===== src/rtl/flt_pkg.sv =====
// Shared IEEE-754 single-precision constants and the input classification
// used by the float-to-fixed pipeline.
package flt_pkg;
    localparam int FLT_EXP_BIAS = 127;
    localparam int FLT_MANT_W   = 23;
    localparam int FLT_EXP_W    = 8;
    localparam int FLT_EXP_MAX  = 255;

    typedef enum logic [1:0] {ZERO, NORM, INF, NAN} flt_cls_t;

    function automatic flt_cls_t flt_classify(input logic [FLT_EXP_W-1:0]  exp_f,
                                              input logic [FLT_MANT_W-1:0] mant_f);
        if (exp_f == '0)
            return ZERO;
        if (exp_f == FLT_EXP_W'(FLT_EXP_MAX))
            return (mant_f != '0) ? NAN : INF;
        return NORM;
    endfunction
endpackage


===== src/rtl/flt2fix_pipe_if.sv =====
// Valid/ready stream bundle: float beats in, fixed-point result plus flags out.
interface flt2fix_pipe_if #(
    parameter int OUT_W = 13
);
    logic             in_valid;
    logic             in_ready;
    logic [31:0]      flt_in;
    logic             out_valid;
    logic             out_ready;
    logic [OUT_W-1:0] out_data;
    logic             out_sat;
    logic             out_nan;

    modport master (
        output in_valid, flt_in, out_ready,
        input  in_ready, out_valid, out_data, out_sat, out_nan
    );

    modport slave (
        input  in_valid, flt_in, out_ready,
        output in_ready, out_valid, out_data, out_sat, out_nan
    );
endinterface


===== src/rtl/flt2fix_round_sat.sv =====
// Rounds an aligned magnitude (half away from zero or truncate), applies the sign
// and clamps to the signed OUT_W range, flagging any clamp.
module flt2fix_round_sat #(
    parameter int OUT_W    = 13,
    parameter int MAG_W    = 24,
    parameter bit RND_NEAR = 1'b1
) (
    input  logic [MAG_W-1:0] mag,
    input  logic             guard,
    input  logic             sticky,
    input  logic             sign,
    input  logic             ovf,
    output logic [OUT_W-1:0] data,
    output logic             sat
);
    localparam int POS_LIM = (1 << (OUT_W - 1)) - 1;
    localparam int NEG_LIM = 1 << (OUT_W - 1);
    localparam logic [OUT_W-1:0] MAX_CODE = {1'b0, {(OUT_W-1){1'b1}}};
    localparam logic [OUT_W-1:0] MIN_CODE = {1'b1, {(OUT_W-1){1'b0}}};

    logic [MAG_W:0] mag_r;
    logic [MAG_W:0] neg_r;
    logic           sticky_unused;

    // Half-away-from-zero only looks at the guard bit; sticky is carried for half-even.
    assign sticky_unused = sticky;

    always_comb begin
        mag_r = {1'b0, mag} + (MAG_W+1)'(RND_NEAR && guard);
        neg_r = -mag_r;
        sat   = 1'b0;
        data  = sign ? neg_r[OUT_W-1:0] : mag_r[OUT_W-1:0];
        if (ovf || (!sign && (mag_r > (MAG_W+1)'(POS_LIM)))
                || ( sign && (mag_r > (MAG_W+1)'(NEG_LIM)))) begin
            sat  = 1'b1;
            data = sign ? MIN_CODE : MAX_CODE;
        end
    end
endmodule


===== src/rtl/flt2fix_pipe.sv =====
// Three-stage IEEE-754 single to signed fixed-point converter with valid/ready
// flow control and a sticky saturation-event counter.
module flt2fix_pipe
    import flt_pkg::*;
#(
    parameter int INT_W    = 4,
    parameter int FRAC_W   = 8,
    parameter bit RND_NEAR = 1'b1,
    parameter int CNT_W    = 16
) (
    input  logic             clk,
    input  logic             rst,
    flt2fix_pipe_if.slave    io,
    input  logic             sat_clr,
    output logic [CNT_W-1:0] sat_count
);
    localparam int OUT_W   = 1 + INT_W + FRAC_W;
    localparam int MANT_F  = FLT_MANT_W + 1;
    localparam int RS_BASE = FLT_EXP_BIAS + FLT_MANT_W - FRAC_W;

    logic v1, v2, v3, ld1, ld2, ld3;

    logic                 s1_sign;
    logic [FLT_EXP_W-1:0] s1_exp;
    logic [MANT_F-1:0]    s1_mant;
    flt_cls_t             s1_cls;

    logic                 s2_sign, s2_guard, s2_sticky, s2_ovf, s2_nan;
    logic [MANT_F-1:0]    s2_mag;

    logic [MANT_F-1:0]    mag_d;
    logic                 guard_d, sticky_d, ovf_d;
    logic signed [10:0]   rs;
    logic [2*MANT_F-1:0]  wide;

    logic [OUT_W-1:0]     rs_data, d3;
    logic                 rs_sat, sat3, nan3;

    // A stage advances when it is empty or its successor is advancing.
    assign ld3 = !v3 || io.out_ready;
    assign ld2 = !v2 || ld3;
    assign ld1 = !v1 || ld2;

    assign io.in_ready  = ld1;
    assign io.out_valid = v3;
    assign io.out_data  = d3;
    assign io.out_sat   = sat3;
    assign io.out_nan   = nan3;

    always_ff @(posedge clk or posedge rst) begin
        if (rst) begin
            v1      <= 1'b0;
            s1_sign <= 1'b0;
            s1_exp  <= '0;
            s1_mant <= '0;
            s1_cls  <= ZERO;
        end else if (ld1) begin
            v1 <= io.in_valid;
            if (io.in_valid) begin
                s1_sign <= io.flt_in[31];
                s1_exp  <= io.flt_in[FLT_MANT_W +: FLT_EXP_W];
                s1_mant <= {1'b1, io.flt_in[FLT_MANT_W-1:0]};
                s1_cls  <= flt_classify(io.flt_in[FLT_MANT_W +: FLT_EXP_W],
                                        io.flt_in[FLT_MANT_W-1:0]);
            end
        end
    end

    // Right-shift distance; a non-positive distance always exceeds the output range.
    always_comb begin
        mag_d    = '0;
        guard_d  = 1'b0;
        sticky_d = 1'b0;
        ovf_d    = 1'b0;
        rs       = 11'(RS_BASE) - 11'(s1_exp);
        wide     = {s1_mant, {MANT_F{1'b0}}} >> rs[5:0];
        unique case (s1_cls)
            INF: ovf_d = 1'b1;
            NORM: begin
                if (int'(rs) <= 0) begin
                    ovf_d = 1'b1;
                end else if (int'(rs) > MANT_F) begin
                    sticky_d = 1'b1;
                end else begin
                    mag_d    = wide[2*MANT_F-1 -: MANT_F];
                    guard_d  = wide[MANT_F-1];
                    sticky_d = |wide[MANT_F-2:0];
                end
            end
            default: ;
        endcase
    end

    always_ff @(posedge clk or posedge rst) begin
        if (rst) begin
            v2        <= 1'b0;
            s2_sign   <= 1'b0;
            s2_mag    <= '0;
            s2_guard  <= 1'b0;
            s2_sticky <= 1'b0;
            s2_ovf    <= 1'b0;
            s2_nan    <= 1'b0;
        end else if (ld2) begin
            v2 <= v1;
            if (v1) begin
                s2_sign   <= s1_sign;
                s2_mag    <= mag_d;
                s2_guard  <= guard_d;
                s2_sticky <= sticky_d;
                s2_ovf    <= ovf_d;
                s2_nan    <= (s1_cls == NAN);
            end
        end
    end

    flt2fix_round_sat #(
        .OUT_W    (OUT_W),
        .MAG_W    (MANT_F),
        .RND_NEAR (RND_NEAR)
    ) u_round_sat (
        .mag    (s2_mag),
        .guard  (s2_guard),
        .sticky (s2_sticky),
        .sign   (s2_sign),
        .ovf    (s2_ovf),
        .data   (rs_data),
        .sat    (rs_sat)
    );

    always_ff @(posedge clk or posedge rst) begin
        if (rst) begin
            v3   <= 1'b0;
            d3   <= '0;
            sat3 <= 1'b0;
            nan3 <= 1'b0;
        end else if (ld3) begin
            v3 <= v2;
            if (v2) begin
                d3   <= rs_data;
                sat3 <= rs_sat;
                nan3 <= s2_nan;
            end
        end
    end

    always_ff @(posedge clk or posedge rst) begin
        if (rst)
            sat_count <= '0;
        else if (sat_clr)
            sat_count <= '0;
        else if (v3 && io.out_ready && sat3 && !(&sat_count))
            sat_count <= sat_count + 1'b1;
    end
endmodule


===== src/flat_wrapper.sv =====
// flat-port wrapper written by rule: the top's interface ports become plain ports
module flt2fix_pipe_flat import flt_pkg::*;
#(
    parameter int INT_W    = 4,
    parameter int FRAC_W   = 8,
    parameter bit RND_NEAR = 1'b1,
    parameter int CNT_W    = 16
)
  (clk, rst, sat_clr, sat_count, io_in_valid, io_flt_in, io_out_ready, io_in_ready, io_out_valid, io_out_data, io_out_sat, io_out_nan);
  flt2fix_pipe_if #(.OUT_W((13))) io_i ();
  input  logic clk;
  input  logic rst;
  input  logic sat_clr;
  output logic [CNT_W-1:0] sat_count;
  input wire logic [$bits(io_i.in_valid)-1:0] io_in_valid;
  input wire logic [$bits(io_i.flt_in)-1:0] io_flt_in;
  input wire logic [$bits(io_i.out_ready)-1:0] io_out_ready;
  output wire logic [$bits(io_i.in_ready)-1:0] io_in_ready;
  output wire logic [$bits(io_i.out_valid)-1:0] io_out_valid;
  output wire logic [$bits(io_i.out_data)-1:0] io_out_data;
  output wire logic [$bits(io_i.out_sat)-1:0] io_out_sat;
  output wire logic [$bits(io_i.out_nan)-1:0] io_out_nan;
  assign io_i.in_valid = io_in_valid;
  assign io_i.flt_in = io_flt_in;
  assign io_i.out_ready = io_out_ready;
  assign io_in_ready = io_i.in_ready;
  assign io_out_valid = io_i.out_valid;
  assign io_out_data = io_i.out_data;
  assign io_out_sat = io_i.out_sat;
  assign io_out_nan = io_i.out_nan;
  flt2fix_pipe #(.INT_W(INT_W), .FRAC_W(FRAC_W), .RND_NEAR(RND_NEAR), .CNT_W(CNT_W)) u_core (.clk(clk), .rst(rst), .io(io_i), .sat_clr(sat_clr), .sat_count(sat_count));
endmodule

===== config.mk =====
export PLATFORM = sky130hd
export DESIGN_NAME = flt2fix_pipe_flat
export DESIGN_NICKNAME = d
export VERILOG_FILES = /design/src/rtl/flt_pkg.sv /design/src/rtl/flt2fix_pipe_if.sv /design/src/rtl/flt2fix_round_sat.sv /design/src/rtl/flt2fix_pipe.sv /design/src/flat_wrapper.sv
export SDC_FILE = /design/constraint.sdc
export NUM_CORES = 1
export LEC_CHECK = 0
export CAP_MARGIN = 20
export CORE_ASPECT_RATIO = 0.7
export CORE_MARGIN = 4
export CORE_UTILIZATION = 57
export CTS_BUF_LIST = sky130_fd_sc_hd__clkbuf_16
export DETAILED_ROUTE_END_ITERATION = 10
export GPL_TIMING_DRIVEN = 0
export PLACE_DENSITY_LB_ADDON = 0.08
export SKIP_CTS_REPAIR_TIMING = 1
export SYNTH_ARGS = -nofsm -noshare
export SYNTH_HDL_FRONTEND = slang
export SYNTH_SLANG_ARGS = --single-unit
export TNS_END_PERCENT = 20

===== constraint.sdc =====
create_clock -name clk -period 3.65 [get_ports clk]
set_input_delay 0.73 -clock clk [delete_from_list [all_inputs] [get_ports clk]]
set_output_delay 0.73 -clock clk [all_outputs]
set_load 0.1 [all_outputs]

==> results of run 1 <==
## registers in the layout, summed over array words and instances, names as in the netlist
register and count:
u_core.s1_sign 1, u_core.s2_mag 24, u_core.io.out_sat 1, u_core.s2_guard 1, u_core.s1_cls 2, u_core.io.out_valid 1, u_core.s2_sign 1, u_core.io.out_nan 1
u_core.v2 1, u_core.s2_ovf 1, u_core.s1_mant 24, u_core.v1 1, u_core.io.out_data 13, u_core.sat_count 16, u_core.s1_exp 8, u_core.s2_nan 1
## layer usage
metal / track usage (%) / wire [µm] / vias up
li1: - / - / 2529
met1: 41.5 / 8270 / 2710
met2: 42.2 / 7680 / 240
met3: 5.85 / 1330 / 16
met4: 6.02 / 145 / 0
met5: 0 / 0 / -
## Yosys cell counts (all sizes together) (16+ instances only)
cell type | count | share of area (%)
nand4 | 20 | 2.2
dfrtp | 97 | 38
a21oi | 27 | 2.1
nor2 | 38 | 2.2
nand3 | 16 | 1.4
xor2 | 25 | 3.4
clkbuf | 23 | 1.5
mux2 | 41 | 7.2
o21ai | 27 | 2.1
nand2 | 74 | 4.3
mux4 | 16 | 5.6
mux2i | 17 | 2.7
## stage by stage
| step | worst slack [ns] | instance area (µm²) | hold slack (ns) |
|---|---|---|---|
| 6_report | 0.286 | 7620 | 0.498 |
| 5_1_grt | 0.162 | 7620 | 0.530 |
| 4_1_cts | -0.352 | 7610 | 0.503 |
| 3_5_place_dp | -0.335 | 7290 | 0.484 |
| 3_3_place_gp | -1.28 | 7260 | 0.480 |
| 2_1_floorplan | 0.166 | 6390 | 0.449 |
## cells by family after synthesis
group | synth area share (%)
and+or+nand+nor | 19.3
AOI/OAI and AO/OA | 15.3
DFF | 38.0
muxes | 15.5
buffers and inverters | 4.23
xor gates and xnor gates | 5.49
adders and majority gates | 2.16
## power groups by stage
stage | clock network (W) | logic [W] | registers [W]
floorplan | 0 | 0.00106 | 0.00186
global placement | 0 | 0.00205 | 0.00138
detailed placement | 0 | 0.00208 | 0.00139
CTS | 0.00104 | 0.00209 | 0.00137
global route | 0.00109 | 0.00225 | 0.00139
finish | 0.00103 | 0.00212 | 0.00137
## final cells by class
cell class              instances  area [µm²]  area share [%]
flip-flops and latches         97        2430            31.9
multi-input cells             483        3700            48.5
plain buffers                  39         235            3.09
clock inverters                 7        96.3            1.26
inverters                      11        43.8           0.574
repair buffers                 69         708            9.29
clock buffers                   9         225            2.95
well taps                     153         191            2.51
## tightest hold or removal path, stage by stage, from the launching register on
cell      delay [ns]
dfrtp_1         0.34
nand2_1         0.06
o211ai_2        0.06
## how the worst max path moves through the flow
stage / startpoint / end / cells after the start
6_report: u_core.s1_exp[0] / u_core.s2_mag[5] / 11
5_1_grt: u_core.s1_exp[0] / u_core.s2_mag[5] / 11
4_1_cts: u_core.s1_exp[0] / u_core.s2_mag[9] / 11
3_5_place_dp: u_core.s1_exp[0] / u_core.s2_mag[9] / 11
3_3_place_gp: rst / u_core.io.out_valid / 2
2_1_floorplan: rst / u_core.io.out_valid / 1
==> qor.csv, run 1 <==
metric,value,unit
routed length per instance,20.1,µm
reg2reg start,u_core.s1_exp[0],
Detailed Place HPWL,13.2,mm
final non-filler cell total,868,
Final GP Congestion,0.947,
Final Power,0.00452,W
CP Max Fanout,10,
initial core utilization,58.2,%
I/O Buffers,68,
Critical Path Most Common Cell,clkbuf_2,
Hold Path Sink,u_core.io.out_data[1],
post-synthesis sequential area ratio,38.0,%
type of origin of the critical path,flop,
Synth warnings,0,
Power Density,593,mW/mm²
clk root buf,clkbuf_16,
worst path required time,3.86,ns
outcome,"complete, no violations",
crit path DAT,3.58,ns
die area,0.0130,mm²
worst skew pair latency,0.35,ns
hold path cells,2,
TritonCTS clock tree,built,
worst slew pin tran,1.01,ns
critical path's slowest cell,ha_1,
overall global routing resource usage,27.8,%
Setup Viol. Count Final,0,
"most common cell after layout, fill and taps aside",dfrtp_1,
Async SR Flop Fraction,100,%
Max clock buf depth,2,
clk_skew,0.0108,ns
Fmax achieved,297,MHz
DRC violations left,0,
diodes inserted,0,
drt first pass iters,5,
number of synthesized register bits,97,
CP max stage delay,0.41,ns
H-Tree Level Count,3,
Core Rows,32,
Comb power frac,47.0,%
post-synthesis cell area,0.00639,mm²
type of destination of the critical path,flop,
Die X,135,µm
Critical R2R Capture,u_core.s2_mag[5],
Max Slew Vio Count,0,
maxcap violations,0,
Post-Route WL,17.4,mm
Layout fillers,846,
buffer and inverter count on the worst path,4,
Final min period,3.36,ns
setup_tns,0,ns
critical-path cell list,clkbuf_2 -> clkbuf_2 -> inv_1 -> ha_1 -> clkbuf_2 -> mux4_2 -> nor2b_1 -> a211oi_1 -> a211oi_1 -> a31oi_1 -> o21ai_0,
global-route wire length before repair,28.3,mm
Psw,0.00197,W
area growth from synthesis to layout,19.4,%
Clk pwr share,22.7,%
DRT iter0 DRCs,566,
core area,0.0110,mm²
"Reg clk slew, reported paths",0.07,ns
worst hold-check path type,flop to flop,
Yosys cell types,73,
family with the most delay on the worst path,buffers and inverters,
final core utilization,69.5,%
fraction of the cycle the final worst path needs,92.2,%
hold wc startpoint,u_core.io.out_data[1],
vias per inst,6.33,
Slew HR,32.6,%
Seq pwr share,30.3,%
sw frac,43.5,%
P_int,0.00256,W
fraction of layout cells with a size suffix above 1,17.3,%
clock sinks,97,
via count,5495,
Post-synth top flop,dfrtp_1,
syn avg cell area,10.1,µm²
Max rail drop VDD,0.000421,V
dpl cells,852,
Reg2Reg Setup Slack,0.29,ns
CTS Buf Count,9,
"antenna viol nets, final",0,
RSZ-0062 raised after global routing,no,
syn nets,678,
Crit Path Category,flop to flop,
FF-to-FF path depth,11,
Leakage,3.15,nW
# nets final,758,
final hold vios,0,
IO Pins,70,
largest net degree at the start of global routing,54,
Syn Inst Count,630,
number of synthesized flops with an enable pin,0,
"commonest non-fill, non-tap cells in the layout","96 x dfrtp_1, 74 x nand2_1, 68 x clkdlybuf4s50_1",
grt ovf,0,
initial antenna violation count,0,
vias in the first global route,5296,
Die H,96.6,µm
Note: power is estimated with default switching activity, not from simulation.
==> inputs of run 2 (changes only) <==
- CAP_MARGIN: 20 -> 5
- CELL_PAD_IN_SITES_DETAIL_PLACEMENT: unset -> 0
- CELL_PAD_IN_SITES_GLOBAL_PLACEMENT: unset -> 1
- CORE_UTILIZATION: 57 -> 45
==> run 2 against run 1 <==
Largest power group unchanged. Core utilization down 15 points. First-iteration DRC count down 29%. Worst setup slack better by 0.054 ns. Fmax rose by 1.6%. Critical endpoint is now io_in_ready.
==> qor.csv, run 2 (synthesis gave the netlist of run 1 again) <==
metric,value,unit,change
Power Density,580,mW/mm²,was 593 mW/mm²
Met2 Wirelength,7.38,mm,was 7.68 mm
Die X,150,µm,was 135 µm
sw frac,44.1,%,was 43.5%
Post-Route WL,17.2,mm,was 17.4 mm
worst skew pair latency,0.36,ns,was 0.35 ns
Final GP Congestion,0.878,,was 0.947
critical-path cell list,clkdlybuf4s50_1 -> nand4b_1 -> clkdlybuf4s50_1,,was clkbuf_2 -> clkbuf_2 -> inv_1 -> ha_1 -> clkbuf_2 -> mux4_2 -> nor2b_1 -> a211oi_1 -> a211oi_1 -> a31oi_1 -> o21ai_0
final instance area,0.00763,mm²,was 0.00762 mm²
Detailed Place HPWL,13.3,mm,was 13.2 mm
drt first pass iters,5,,unchanged
vias in the first global route,5169,,"was 5,296"
Comb power frac,47.9,%,was 47.0%
type of destination of the critical path,output pin,,was flop
"antenna viol nets, final",0,,unchanged
# nets final,757,,was 758
Max Slew Vio Count,0,,unchanged
Clk pwr share,21.2,%,was 22.7%
DRC violations left,0,,unchanged
largest net degree at the start of global routing,68,,was 54
worst slew pin tran,0.986,ns,was 1.01 ns
clk root buf,clkbuf_16,,unchanged
core area,0.0139,mm²,was 0.0110 mm²
Placed Area,0.00734,mm²,was 0.00729 mm²
final hold vios,0,,unchanged
Max rail drop VDD,0.000369,V,was 0.000421 V
H-Tree Level Count,3,,unchanged
clock sinks,97,,unchanged
RSZ-0062 raised after global routing,no,,unchanged
Layout fillers,1246,,was 846
Psw,0.00195,W,was 0.00197 W
I/O Buffers,68,,unchanged
initial core utilization,45.9,%,was 58.2%
routed length per instance,19.0,µm,was 20.1 µm
IO Pins,70,,unchanged
Final min period,3.31,ns,was 3.36 ns
final hold slack,0.488,ns,was 0.498 ns
Fmax achieved,302,MHz,was 297 MHz
Crit Path Category,input port to output pin,,was flop to flop
Setup Viol. Count Final,0,,unchanged
fraction of layout cells with a size suffix above 1,17.1,%,was 17.3%
die area,0.0162,mm²,was 0.0130 mm²
grt ovf,0,,unchanged
Slew HR,34.1,%,was 32.6%
met1 wire length,8.90,mm,was 8.27 mm
largest registers,"u_core.s1_mant (24), u_core.s2_mag (24), u_core.sat_count (16)",,unchanged
Critical Path Most Common Cell,clkdlybuf4s50_1,,was clkbuf_2
area growth from synthesis to layout,19.4,%,about the same
"commonest non-fill, non-tap cells in the layout","96 x dfrtp_1, 74 x nand2_1, 68 x clkdlybuf4s50_1",,unchanged
P_int,0.00248,W,was 0.00256 W
CP max stage delay,1.16,ns,was 0.41 ns
worst path required time,2.92,ns,was 3.86 ns
via count,5285,,"was 5,495"
Leakage,3.13,nW,was 3.15 nW
overall global routing resource usage,22.4,%,was 27.8%
DRT iter0 DRCs,401,,was 566
crit path DAT,2.58,ns,was 3.58 ns
vias per inst,5.85,,was 6.33
Max clock buf depth,2,,unchanged
"Reg clk slew, reported paths",0.07,ns,about the same
top sig layer,met4,,unchanged
CP Max Fanout,4,,was 10
type of origin of the critical path,input port,,was flop
initial antenna violation count,0,,unchanged
fraction of the cycle the final worst path needs,90.7,%,was 92.2%
CTS Buf Count,9,,unchanged
Die H,108,µm,was 96.6 µm
TritonCTS clock tree,built,,unchanged
outcome,"complete, no violations",,unchanged
global-route wire length before repair,28.2,mm,was 28.3 mm
diodes inserted,0,,unchanged
routed wl met3,779,µm,was 1.33 mm
worst hold-check path type,flop to flop,,unchanged
maxcap violations,0,,unchanged
"most common cell after layout, fill and taps aside",dfrtp_1,,unchanged
clk_skew,0.00455,ns,was 0.0108 ns
Seq pwr share,30.9,%,was 30.3%
critical path's slowest cell,clkdlybuf4s50_1,,was ha_1
Core Rows,36,,was 32
-- run 2: cell type report --
class                      count  area [µm²]  area share, %
multi-input combinational    483        3690           48.4
sequential                    97        2430           31.8
timing repair buffer          69         708           9.28
tap                          190         238           3.12
buffer                        38         230           3.02
clock buffer                   9         225           2.95
clock inverter                 6        61.3          0.804
inverter                      11        43.8          0.574
-- run 2: power groups by stage --
| stage | Combinational, W | Clock, W | Sequential, W |
|---|---|---|---|
| 2_1_floorplan | 0.00106 | 0 | 0.00186 |
| 5_1_grt | 0.00225 | 0.00100 | 0.00139 |
| 4_1_cts | 0.00211 | 0.000964 | 0.00136 |
| 3_5_place_dp | 0.00210 | 0 | 0.00138 |
| 6_report | 0.00212 | 0.000938 | 0.00137 |
| 3_3_place_gp | 0.00208 | 0 | 0.00137 |
-- run 2: metrics by stage --
stage                     cells  util (%)  power [W]  setup TNS (ns)  setup WS [ns]
final                       903      54.8    0.00443               0          0.340
after floorplan             630         -    0.00292               0          0.166
after global routing        903      54.8    0.00465               0          0.119
after detailed placement    889      52.7    0.00348           -3.15         -0.316
after CTS                   904      54.8    0.00444           -3.44         -0.334
after global placement      888      52.5    0.00346         -107.14          -1.38
-- run 2: path summary, 6_finish.rpt --
kind / from / to / slack, ns / depth (start not counted)
worst max register to register: u_core.s1_exp[0] / u_core.s2_mag[14] / 0.39 / 10
worst min-delay path: u_core.io.out_data[0] / u_core.io.out_data[0] / 0.49 / 2
max in group asynchronous: rst / u_core.sat_count[11] / 2.25 / 3
worst max-delay path: io_out_ready / io_in_ready / 0.34 / 3
worst min register to register: u_core.io.out_data[0] / u_core.io.out_data[0] / 0.49 / 2
min in group asynchronous: rst / u_core.io.out_data[4] / 0.73 / 2
-- run 2: critical path: cells and delay by family --
family	cells	cell delay, ns
buf+inv	2	1.67
simple gates	1	0.18
-- run 2: layer usage --
layer / vias up / track usage, %
met1: 2615 / 35.0
met5: - / 0
met4: 0 / 4.11
met2: 131 / 32.4
li1: 2530 / -
met3: 9 / 4.38
==> edit 1, RTL diff (settings of run 1) <==
Register the output `sat_count` once more, with the module's reset; this adds one clock of latency there. The other outputs are not delayed to match.
--- a/src/rtl/flt2fix_pipe.sv
+++ b/src/rtl/flt2fix_pipe.sv
@@ -17,6 +17,8 @@
     localparam int OUT_W   = 1 + INT_W + FRAC_W;
     localparam int MANT_F  = FLT_MANT_W + 1;
     localparam int RS_BASE = FLT_EXP_BIAS + FLT_MANT_W - FRAC_W;
+
+    logic [CNT_W-1:0] sat_count_s0;
 
     logic v1, v2, v3, ld1, ld2, ld3;
 
@@ -145,11 +147,19 @@
 
     always_ff @(posedge clk or posedge rst) begin
         if (rst)
+            sat_count_s0 <= '0;
+        else if (sat_clr)
+            sat_count_s0 <= '0;
+        else if (v3 && io.out_ready && sat3 && !(&sat_count_s0))
+            sat_count_s0 <= sat_count_s0 + 1'b1;
+    end
+    always_ff @(posedge clk or posedge rst) begin
+        if (rst) begin
             sat_count <= '0;
-        else if (sat_clr)
-            sat_count <= '0;
-        else if (v3 && io.out_ready && sat3 && !(&sat_count))
-            sat_count <= sat_count + 1'b1;
+        end else begin
+            sat_count <= sat_count_s0;
+        end
     end
+
 endmodule
 
Check against the original RTL: not equivalent (Yosys sat finds a counterexample within 10 cycles, from zero or initial values and one cycle with rst high).
==> edit 1 against run 1 <==
  * Synthesized area is 6.2% higher
  * Total power is 21% higher
  * Clock skew is 0.0014 ns lower
  * Critical path type is now in -> out
  * Combinational power hardly changed
  * Sequential cell count is 16 higher
  * Design area is 9.4% higher
  * Wire length is 5.9% higher
  * Maximum frequency is 1.0% higher
  * Via count is 7.0% higher
  * Worst setup slack better by 0.033 ns
==> edit 1: results (changes against run 1) <==
| Metric | Value |
|---|---|
| Layout cells sized above 1 | 17.1% (-0.27 points) |
| Cell variety after synth | 67 (-8.2%) |
| Post-synth top cells | dfrtp_1 (113), nand2_1 (96), nor2_1 (44), mux2_2 (38), nand3_1 (27) |
| Reg-to-reg slack, setup | 0.33 ns (+0.04 ns) |
| DR vias/cell | 6.28 (-0.80%) |
| Static Leak | 3.47 nW (+10%) |
| Cell Area, Placed | 7700 um^2 (+5.7%) |
| Crit path from | io_out_ready |
| Pin count of the biggest net entering global routing | 45 (-17%) |
| Sequential area share after synthesis | 41.7% (+3.7 points) |
| CTS H-tree lvls | 4 (+1) |
| Peak supply drop | 464 uV (+10%) |
| Highest-delay cell along the critical path | clkdlybuf4s50_1 |
| Crit path capture | io_in_ready |
| Worst flop-to-flop path endpoint | u_core.s2_guard |
| Status | finished clean |
| Top cells by area, synth | dfrtp_1 (42%), mux2_2 (6.3%), mux4_2 (5.6%) |
| Wire per inst | 19.7 um (-1.8%) |
| Syn nets | 727 (+7.2%) |
| Routability cong. | 1.00 (+6.2%) |
| Initial drt markers | 672 (+19%) |
| # nets final | 815 (+7.5%) |
| Vias in the first global route | 5,686 (+7.4%) |
| Clock buffer count from CTS | 17 (+8) |
| Detailed Place HPWL | 13,700 um (+3.9%) |
| Drt first pass iters | 6 (+1) |
| Crit-path max FO | 3 (-7) |
| First-pass GRT wire length | 30,100 um (+6.4%) |
| Top flop regs | u_core.s1_mant: 24 flops, u_core.s2_mag: 24 flops |
| Largest stage delay, worst path | 1.16 ns (+0.75 ns) |
==> edit 1: changes by cell type after synthesis, moves of 5 or more <==
| cell | run 1 | this run |
|---|---|---|
| a211oi_1 | 7 | 2 |
| a32o_1 | 7 | 0 |
| and2_1 | 6 | 1 |
| buf_2 | 3 | 9 |
| dfrtp_1 | 97 | 113 |
| inv_1 | 11 | 16 |
| nand2_1 | 74 | 96 |
| nand3_1 | 14 | 27 |
| nor2_1 | 38 | 44 |
| nor4_1 | 12 | 18 |
| o21ai_0 | 27 | 20 |
| o21ai_1 | 0 | 10 |
| xor2_1 | 25 | 19 |
==> edit 1: routing by layer <==
layer  part of all wire [%]  up-vias  global-route usage, %
met2                     43      259                   37.7
met1                     47     2917                   41.6
li1                       -     2682                      -
met4                    1.0        0                   6.23
met5                      0        -                      0
met3                    9.3       20                   9.47
==> edit 1: through the flow <==
step | setup slack (ns) | cells | setup TNS, ns
2_1_floorplan | 0.225 | 679 | 0
3_3_place_gp | -0.0937 | 904 | -0.0937
3_5_place_dp | -0.196 | 906 | -0.196
4_1_cts | -0.205 | 937 | -0.260
5_1_grt | 0.0573 | 936 | 0
6_report | 0.319 | 936 | 0
==> edit 1: worst min path at each step <==
stage / start / to / slack (ns) / cells after the start
final: u_core.sat_count_s0[15] / u_core.sat_count[15] / 0.42 / 0
after global routing: u_core.sat_count_s0[15] / u_core.sat_count[15] / 0.44 / 0
after CTS: u_core.sat_count_s0[15] / u_core.sat_count[15] / 0.42 / 0
after detailed placement: u_core.sat_count_s0[15] / u_core.sat_count[15] / 0.40 / 0
after global placement: u_core.sat_count_s0[15] / u_core.sat_count[15] / 0.41 / 0
after floorplan: u_core.sat_count_s0[15] / u_core.sat_count[15] / 0.37 / 0
==> edit 1: power groups by stage <==
stage	combinational, mW	sequential [mW]	clock (mW)
2_1_floorplan	1.10	2.00	0
3_3_place_gp	2.04	1.56	0
3_5_place_dp	2.08	1.57	0
4_1_cts	2.09	1.55	1.80
5_1_grt	2.25	1.57	1.86
6_report	2.12	1.55	1.78
==> edit 1: area by class of cell <==
cell class | count | area, um^2
well taps | 157 | 196
repair buffers | 70 | 721
clock buffers | 17 | 425
multi-input cells | 511 | 3710
inverters | 16 | 63.8
plain buffers | 38 | 191
clock inverters | 14 | 205
fillers | 872 | 3340
flip-flops and latches | 113 | 2830
==> edit 1: cells by family (layout without fill, tap and decap cells) <==
family / Yosys count / after routing / share of synthesized area, %
muxes: 72 / 72 / 14.5
xor gates and xnor gates: 38 / 38 / 5.02
and+or+nand+nor: 259 / 259 / 18.9
DFF: 113 / 113 / 41.7
adders and majority gates: 11 / 11 / 2.03
buffers and inverters: 55 / 155 / 3.71
AOI/OAI and AO/OA: 131 / 131 / 14.2
==> edit 2, RTL diff (settings of run 1) <==
Without the edit above. `RND_NEAR` is set to 1'b1 in 3 places; all go to 1'b0.
--- a/src/rtl/flt2fix_round_sat.sv
+++ b/src/rtl/flt2fix_round_sat.sv
@@ -3,7 +3,7 @@
 module flt2fix_round_sat #(
     parameter int OUT_W    = 13,
     parameter int MAG_W    = 24,
-    parameter bit RND_NEAR = 1'b1
+    parameter bit RND_NEAR = 1'b0
 ) (
     input  logic [MAG_W-1:0] mag,
     input  logic             guard,
--- a/src/rtl/flt2fix_pipe.sv
+++ b/src/rtl/flt2fix_pipe.sv
@@ -5,7 +5,7 @@
 #(
     parameter int INT_W    = 4,
     parameter int FRAC_W   = 8,
-    parameter bit RND_NEAR = 1'b1,
+    parameter bit RND_NEAR = 1'b0,
     parameter int CNT_W    = 16
 ) (
     input  logic             clk,
--- a/src/flat_wrapper.sv
+++ b/src/flat_wrapper.sv
@@ -3,7 +3,7 @@
 #(
     parameter int INT_W    = 4,
     parameter int FRAC_W   = 8,
-    parameter bit RND_NEAR = 1'b1,
+    parameter bit RND_NEAR = 1'b0,
     parameter int CNT_W    = 16
 )
   (clk, rst, sat_clr, sat_count, io_in_valid, io_flt_in, io_out_ready, io_in_ready, io_out_valid, io_out_data, io_out_sat, io_out_nan);
Check against the original RTL: not equivalent (Yosys sat finds a counterexample within 4 cycles, from zero or initial values and one cycle with rst high).
==> edit 2 against run 1 <==
  * Synthesized area down 14%
  * Non-clock buffer count is 7 lower
  * Design area down 13%
  * Maximum frequency shrank 1.3%
  * Total power is 9.7% lower
  * Worst setup slack worse by 0.043 ns
  * Wire length shrank 22%
  * Highest routed layer unchanged
  * Largest cell class unchanged
  * Sequential cell count down 1
==> edit 2: results (changes against run 1) <==
| Metric | Value |
|---|---|
| Status | finished clean |
| Cell variety after synth | 62 (-15%) |
| Syn nets | 582 (-14%) |
| Vias in the first global route | 4,402 (-17%) |
| # nets final | 662 (-13%) |
| Initial antenna violation count | 0 (unchanged) |
| Hold/Removal Path Class | reg -> reg |
| R2R cell count | 11 (unchanged) |
| Sequential area share after synthesis | 43.6% (+5.6 points) |
| Post-synth top cells | dfrtp_1 (96), nand2_1 (71), mux2_2 (38), nor2_1 (31), a21oi_1 (25) |
| Crit-path max FO | 10 (unchanged) |
| Drt first pass iters | 5 (unchanged) |
| Max clock buf depth | 2 (unchanged) |
| Clock Tree Root | clkbuf_16 |
| Tot GR Track Use | 24.6% (-3.3 points) |
| Initial drt markers | 288 (-49%) |
| Clock buffer count from CTS | 9 (unchanged) |
| Place WS | 0.143 ns (+0.478 ns) |
| Worst Max-Slew Pin Slew | 0.978 ns (-0.0299 ns) |
| Port Buffers | 68 (unchanged) |
| Routed WL | 13,700 um (-22%) |
| First-pass GRT wire length | 22,800 um (-20%) |
| CTS clk-pin slew, worst paths | 0.07 ns (about the same) |
| Top flop regs | u_core.s1_mant: 24 flops, u_core.s2_mag: 24 flops, u_core.sat_count: 16 flops |
| Peak supply drop | 347 uV (-18%) |
| Skew final | 0.0126 ns (+0.00185 ns) |
| Hold depth | 2 (unchanged) |
| Routability cong. | 0.949 (+0.27%) |
| Clock Latency Late Sink | 0.35 ns (about the same) |
| Layout cells sized above 1 | 15.6% (-1.8 points) |
| CTS H-tree lvls | 3 (unchanged) |
| Syn. warnings | 0 (unchanged) |
| DR vias/cell | 6.12 (-3.3%) |
| Top cells by area, synth | dfrtp_1 (44%), mux2_2 (7.8%), mux4_2 (6.5%) |
| Critical Path AT | 3.64 ns (+0.06 ns) |
| Detailed Place HPWL | 10,500 um (-21%) |
| FFs w/ async S/R, synth | 100% (unchanged) |
| Static Leak | 2.85 nW (-9.6%) |
| Number of diodes | 0 (unchanged) |
| Pin count of the biggest net entering global routing | 55 (+1.9%) |
## edit 2: cell types whose count changed in the layout (fill, tap and decap cells not counted), sizes merged, moves of 6 or more
cell and delta:
clkbuf -7, nor2 -7, xnor2 -11, o211ai -13, nand4 -10, and4 -6, o21ai +8
## edit 2: stage by stage
stage | area, um^2 | std cells
after global routing | 6650 | 747
after global placement | 6350 | 730
after detailed placement | 6370 | 731
after floorplan | 5520 | 538
final | 6650 | 747
after CTS | 6650 | 747
## edit 2: layout make-up
class	instances	area [um^2]
tap	124	155
fill	691	2600
buffer	32	171
inverter	10	40.0
clock inverter	7	52.6
sequential	96	2400
timing repair buffer	69	701
clock buffer	9	225
multi-input combinational	400	2900
## edit 2: cells by family (layout without fill, tap and decap cells)
group	Yosys count	after routing	share of synthesized area (%)
AO/OA/AOI/OAI	106	106	12.4
XOR/XNOR	27	27	4.29
buffers and inverters	42	127	3.77
adder cells (fa/ha/maj)	7	7	1.59
AND/OR/NAND/NOR	191	191	17.4
flip-flops	96	96	43.6
multiplexers	69	69	17.0
## edit 2: report_power, final
| group | internal, mW | leakage (nW) | switching [mW] | total [mW] |
|---|---|---|---|---|
| clock network | 0.468 | 0.132 | 0.422 | 0.890 |
| registers | 1.21 | 1.23 | 0.128 | 1.34 |
| logic | 0.624 | 1.49 | 1.23 | 1.85 |
| total | 2.30 | 2.85 | 1.78 | 4.08 |
## edit 2: worst max-delay path, cell delays in order (launching register included)
cell and delay (ns):
dfrtp_1 0.34, buf_2 0.19, buf_4 0.24, buf_2 0.30, inv_1 0.10, ha_1 0.30, clkbuf_1 0.43, clkbuf_2 0.36
mux4_2 0.37, mux2i_1 0.29, nand2_1 0.10, a32o_1 0.27
## edit 2: path summary, 6_finish.rpt
check | from | endpoint | slack (ns)
worst max-delay path | u_core.s1_exp[0] | u_core.s2_mag[10] | 0.24
worst min-delay path | u_core.s2_mag[20] | u_core.s2_mag[20] | 0.50
worst max register to register | u_core.s1_exp[0] | u_core.s2_mag[10] | 0.24
worst min register to register | u_core.s2_mag[20] | u_core.s2_mag[20] | 0.50
max in group asynchronous | rst | u_core.s1_mant[23] | 2.13
min in group asynchronous | rst | u_core.s2_mag[22] | 0.84
## edit 2: metal layers
metal | routed length, um | track usage [%] | vias up
met5 | 0 | 0 | -
met4 | 217 | 5.78 | 0
met3 | 889 | 6.09 | 20
met2 | 6020 | 35.9 | 159
met1 | 6540 | 37.0 | 2266
li1 | - | - | 2128
